### src/rtl/downsamp_ctrl.sv
// Downsampler phase scheduler: counts valid oversampled samples modulo os factor and strobes one sample per symbol.
// Optional symbol-strobe counter enabled by defining DOWNSAMP_CTRL_STAT_EN.
module downsamp_ctrl #(
   parameter int NB_OS     = 3,
   parameter int NB_SYMCNT = 16
) (
   input  logic                 clk,
   input  logic                 i_reset_n,
   input  logic                 i_start,
   input  logic                 i_stop,
   input  logic [NB_OS-1:0]     i_os_fact,
   input  logic [NB_OS-1:0]     i_phase,
   input  logic                 i_phase_ld,
   input  logic                 i_is_valid,
   output logic                 o_dwsamp_en,
   output logic                 o_ld_ack,
   output logic                 o_busy,
   output logic [NB_OS-1:0]     o_phase_cur,
   output logic [NB_SYMCNT-1:0] o_sym_cnt
);

   localparam logic [NB_OS-1:0] OS_ONE = NB_OS'(1);

   typedef enum logic [1:0] {ST_IDLE, ST_ARM, ST_RUN} state_t;

   state_t           state_q, state_d;
   logic [NB_OS-1:0] cnt_q;
   logic [NB_OS-1:0] os_act_q;
   logic [NB_OS-1:0] phase_act_q;
   logic [NB_OS-1:0] pend_q;
   logic             pend_vld_q;
   logic             ack_q;

   logic [NB_OS-1:0] os_arm;
   logic [NB_OS-1:0] os_max;
   logic [NB_OS-1:0] ld_sat;
   logic             wrap;

   function automatic logic [NB_OS-1:0] sat_phase(input logic [NB_OS-1:0] ph,
                                                  input logic [NB_OS-1:0] os);
      logic [NB_OS-1:0] top;
      top = os - OS_ONE;
      return (ph > top) ? top : ph;
   endfunction

   always_ff @(posedge clk or negedge i_reset_n) begin
      if (!i_reset_n) state_q <= ST_IDLE;
      else            state_q <= state_d;
   end

   always_comb begin
      state_d = state_q;
      if (i_stop) begin
         state_d = ST_IDLE;
      end else begin
         case (state_q)
            ST_IDLE: if (i_start) state_d = ST_ARM;
            ST_ARM:  state_d = ST_RUN;
            ST_RUN:  state_d = ST_RUN;
            default: state_d = ST_IDLE;
         endcase
      end
   end

   assign os_arm = (i_os_fact == '0) ? OS_ONE : i_os_fact;
   assign os_max = os_act_q - OS_ONE;
   assign ld_sat = sat_phase(i_phase, os_act_q);
   assign wrap   = (state_q == ST_RUN) && i_is_valid && (cnt_q == os_max);

   // A load landing exactly on the wrap skips the pending slot so that symbol boundary still takes it.
   always_ff @(posedge clk or negedge i_reset_n) begin
      if (!i_reset_n) begin
         cnt_q       <= '0;
         os_act_q    <= OS_ONE;
         phase_act_q <= '0;
         pend_q      <= '0;
         pend_vld_q  <= 1'b0;
         ack_q       <= 1'b0;
      end else begin
         ack_q <= 1'b0;
         case (state_q)
            ST_IDLE: begin
               if (i_phase_ld) begin
                  phase_act_q <= ld_sat;
                  ack_q       <= 1'b1;
               end
            end
            ST_ARM: begin
               os_act_q    <= os_arm;
               phase_act_q <= sat_phase(i_phase, os_arm);
               cnt_q       <= '0;
               pend_vld_q  <= 1'b0;
               ack_q       <= i_phase_ld;
            end
            ST_RUN: begin
               if (i_is_valid) cnt_q <= wrap ? '0 : cnt_q + OS_ONE;
               if (wrap) begin
                  if (i_phase_ld)      phase_act_q <= ld_sat;
                  else if (pend_vld_q) phase_act_q <= pend_q;
                  ack_q      <= i_phase_ld | pend_vld_q;
                  pend_vld_q <= 1'b0;
               end else if (i_phase_ld) begin
                  pend_q     <= ld_sat;
                  pend_vld_q <= 1'b1;
               end
            end
            default: ;
         endcase
      end
   end

   assign o_dwsamp_en = (state_q == ST_RUN) && i_is_valid && (cnt_q == phase_act_q);
   assign o_ld_ack    = ack_q;
   assign o_busy      = (state_q != ST_IDLE);
   assign o_phase_cur = phase_act_q;

`ifdef DOWNSAMP_CTRL_STAT_EN
   logic [NB_SYMCNT-1:0] sym_cnt_q;

   always_ff @(posedge clk or negedge i_reset_n) begin
      if (!i_reset_n)              sym_cnt_q <= '0;
      else if (state_q == ST_ARM)  sym_cnt_q <= '0;
      else if (o_dwsamp_en)        sym_cnt_q <= sym_cnt_q + NB_SYMCNT'(1);
   end

   assign o_sym_cnt = sym_cnt_q;
`else
   assign o_sym_cnt = '0;
`endif

endmodule
### config.mk
export PLATFORM = sky130hd
export DESIGN_NAME = downsamp_ctrl
export DESIGN_NICKNAME = d
export VERILOG_FILES = /design/src/rtl/downsamp_ctrl.sv
export SDC_FILE = /design/constraint.sdc
export NUM_CORES = 1
export LEC_CHECK = 0
export CORE_UTILIZATION = 34
export CTS_BUF_LIST = sky130_fd_sc_hd__clkbuf_16
export DETAILED_ROUTE_END_ITERATION = 16
export PLACE_DENSITY_LB_ADDON = 0.15
export SLEW_MARGIN = 5
export SYNTH_ARGS = -nofsm -noshare
export SYNTH_HDL_FRONTEND = slang
export SYNTH_SLANG_ARGS = --single-unit
export TNS_END_PERCENT = 10
### constraint.sdc
create_clock -name clk -period 2.4 [get_ports clk]
set_input_delay 0.48 -clock clk [delete_from_list [all_inputs] [get_ports clk]]
set_output_delay 0.48 -clock clk [all_outputs]
set_load 0.05 [all_outputs]
==> results by group <==
Floorplanning
  – Die Ht: 66.8 um
  – # rows: 23
  – Initial Utilization: 0.354
  – Die width: 66.8 um
  – Die area: 4460 um2
  – Core Box Area: 4030 um2
  – IO Count: 34

Final layout
  – Fin util: 0.469
  – Design Area, Final: 1890 um2
  – Final #Nets: 222
  – Antenna diodes: 0
  – Fillers: 393
  – Register area: 402 um2
  – Layout cells sized above 1: 0.230
  – Final instance count without filler cells: 246
  – Area grow syn2layout: 32.3%
  – Multi-input logic area: 976 um2

Setup path
  – Critical Path RT: 2.52 ns
  – CP Launch Point: os_act_q[0]
  – Crit Path Max Fanout: 6
  – Critical path arrival: 2.40 ns
  – Reg2reg start: os_act_q[0]
  – CP Capture Type: flip-flop
  – CP max stage cell: dfstp_2
  – Peak per-stage delay on the critical path: 0.53 ns
  – Critical Path Start Type: flip-flop
  – Crit-path cells: inv_2 > ha_4 > xor2_4 > inv_2 > ha_4 > and3_1 > o311a_1 > nand4_1 > a211oi_1 > o22ai_1
  – WS Path Type: reg -> reg

Power and ir drop
  – Peak VDD IR: 0.000508 V
  – Pwr dens: 1360 nW/um2
  – Leakage: 0.884 nW

Placed design
  – Placed cell area: 1720 um2
  – IO Port Bufs: 17
  – Dpl ws: -0.244 ns
  – DP Wirelength: 2580 um
  – Routability cong.: 0.794
  – Dpl cells: 241

Yosys
  – Synthesized area: 1430 um2
  – Post-synth top area share: 0.263
  – Ys flop type: dfrtp_1
  – Yosys reg bits: 16
  – Simple-gate share of the synthesized area: 0.180
  – Number of enable flip-flop cells after synthesis: 0
  – Syn_area_per_cell: 8.81 um2
  – Post-synth ARST share: 1.00
  – Complex-gate fraction of the synthesized area: 0.177
  – Post-synthesis cell type count: 46
  – Count leader, synth: buf_4
  – Post-synthesis mux area share: 0.0596
  – Mapped Cells: 162
  – Yosys top cell by area: dfrtp_1
  – Yosys warnings: 0
  – Top post-synthesis cells by count: buf_4 (16), dfrtp_1 (15), inv_1 (15), nand2_1 (15), ha_1 (13)
  – Post-synthesis xor/xnor area fraction: 0.0535
  – Largest family of logic cells by synthesized area: simple AND/OR/NAND/NOR gates
  – Largest cells by area after synthesis: dfrtp_1 (26%), ha_1 (11%), buf_4 (8.4%), inv_1 (3.9%), nand2_1 (3.9%)
  – Seq/Total Area, Yosys: 0.281
  – Adder-cell area share of the yosys netlist: 0.114

CTS
  – CTS tree: built
  – Clock Tree Root: clkbuf_16
  – Clock sinks: 16
  – Total CTS buffers: 3
  – H-tree lvl count: 1
  – Skew-Pair Late Insertion Delay: 0.25 ns
  – Longest Clk Path Bufs: 2
  – Clock-pin slew on the worst setup and hold paths: 0.05 ns

Routing
  – Post-DR vias/cell: 4.92
  – Routed vias: 1210
  – DRC: 0
  – Wire length on met1: 1500 um
  – 1st-pass router iterations: 4
  – Metal2 WL: 1490 um
  – Highest metal used: met4
  – Met3 Routed Length: 142 um
  – Routed Antenna Nets: 0
  – WL/cell: 12.9 um
  – Number of DRC markers in iteration 0: 61
  – Final WL: 3180 um

Timing
  – Final min period: 2.28 ns
  – Final Max Tran Viols: 0
  – Max Fclk: 439 MHz
  – Setup ws final: 0.121 ns
  – Final period utilization: 0.950
  – Final Hold Viols: 0
  – Slew @ Worst Pin: 0.736 ns
  – Post-Route Skew: 0.00360 ns
  – Unrepaired setup endpoints after global routing: false
  – Max_slew headroom: 0.508
  – Final setup fails: 0
  – Fin Setup TNS: 0 ns

Global routing
  – Pin count of the biggest net entering global routing: 17
  – First-pass GRT wire length: 5240 um
  – Initial antenna violation count: 0
  – Gr ovfl total: 0
  – Vias in the first global route: 1128
  – Tot GR Track Use: 0.159

Flow run
  – Max-cap violations: 0

Run status
  – Run status: complete, no violations

Hold path
  – Hold path startpoint: pend_q[0]
  – Hold Path Class: reg -> reg
logic make-up after synthesis:
family / after synthesis
compound gates: 37
simple gates: 46
flops: 16
xor+xnor: 7
buf+inv: 34
fa+ha+maj: 13
mux: 8
other cells: 1
worst paths after layout:
check	end	slack (ns)	cells after the start
worst min-delay path	pend_q[0]	0.50	1
worst max register to register	o_phase_cur[1]	0.12	10
worst min register to register	pend_q[0]	0.50	1
min in group asynchronous	os_act_q[1]	0.67	1
max in group asynchronous	o_ld_ack	1.26	1
worst max-delay path	o_phase_cur[1]	0.12	10
report_power, final:
part / internal, W / switching [W]
sequential: 0.000397 / 0.000110
clock: 0.000221 / 0.000106
combinational: 0.000770 / 0.000966
per-stage QoR:
stage / power, W / hold slack, ns
finish: 0.00257 / 0.502
global route: 0.00278 / 0.516
CTS: 0.00248 / 0.503
detailed placement: 0.00209 / 0.489
global placement: 0.00205 / 0.485
floorplan: 0.00166 / 0.184
critical path: cells and delay by family, from the launching register on:
kind | cells | cell delay (ns)
AO/OA/AOI/OAI | 3 | 0.56
buffers and inverters | 2 | 0.12
XOR/XNOR | 1 | 0.17
flip-flops | 1 | 0.53
adder cells (fa/ha/maj) | 2 | 0.46
AND/OR/NAND/NOR | 2 | 0.31
per-layer routing:
metal / vias to the layer above / GRT usage
met5: - / 0
met4: 0 / 0.0399
met2: 36 / 0.268
li1: 609 / -
met1: 559 / 0.205
met3: 6 / 0.0308
sequential cells by signal, indices dropped and copies added (netlist names):
signal and count:
pend_q 3, pend_vld_q 1, o_phase_cur 3, os_act_q 3
o_ld_ack 1, cnt_q 3, state_q 2
placed cells by master (no fill, tap or decap), types with 2 or more instances in the layout:
| master | instances |
|---|---|
| a211oi_2 | 2 |
| a21o_1 | 3 |
| a21oi_1 | 5 |
| a21oi_2 | 2 |
| and4_1 | 2 |
| buf_4 | 18 |
| clkbuf_16 | 3 |
| clkdlybuf4s50_1 | 12 |
| conb_1 | 16 |
| dfrtp_1 | 15 |
| dlymetal6s2s_1 | 3 |
| ha_1 | 11 |
| ha_4 | 2 |
| inv_1 | 13 |
| inv_2 | 2 |
| mux2_2 | 4 |
| mux2i_1 | 4 |
| nand2_1 | 15 |
| nand3_1 | 3 |
| nand3b_1 | 3 |
| nand4_1 | 2 |
| nor2_1 | 8 |
| o21ai_0 | 8 |
| o21ai_1 | 2 |
| o22ai_1 | 3 |
| o31ai_1 | 2 |
| xnor2_1 | 2 |
| xor2_1 | 3 |
timing repair:
item / 4_1_cts / 5_1_grt
endpoints found under the setup margin: 6 / 4
gates resized for setup: 4 / 14
hold buffers: 0 / 0
pin swaps: 1 / 12
setup buffers: 0 / 1
gates cloned: 0 / 0
layout make-up:
class / instances / area share
multi-input cells: 127 / 0.517
flip-flops and latches: 16 / 0.213
repair buffers: 34 / 0.166
clock buffers: 3 / 0.0398
well taps: 50 / 0.0331
inverters: 15 / 0.0298
clock inverters: 1 / 0.00199
No activity file was read; power rests on OpenSTA's default activity.
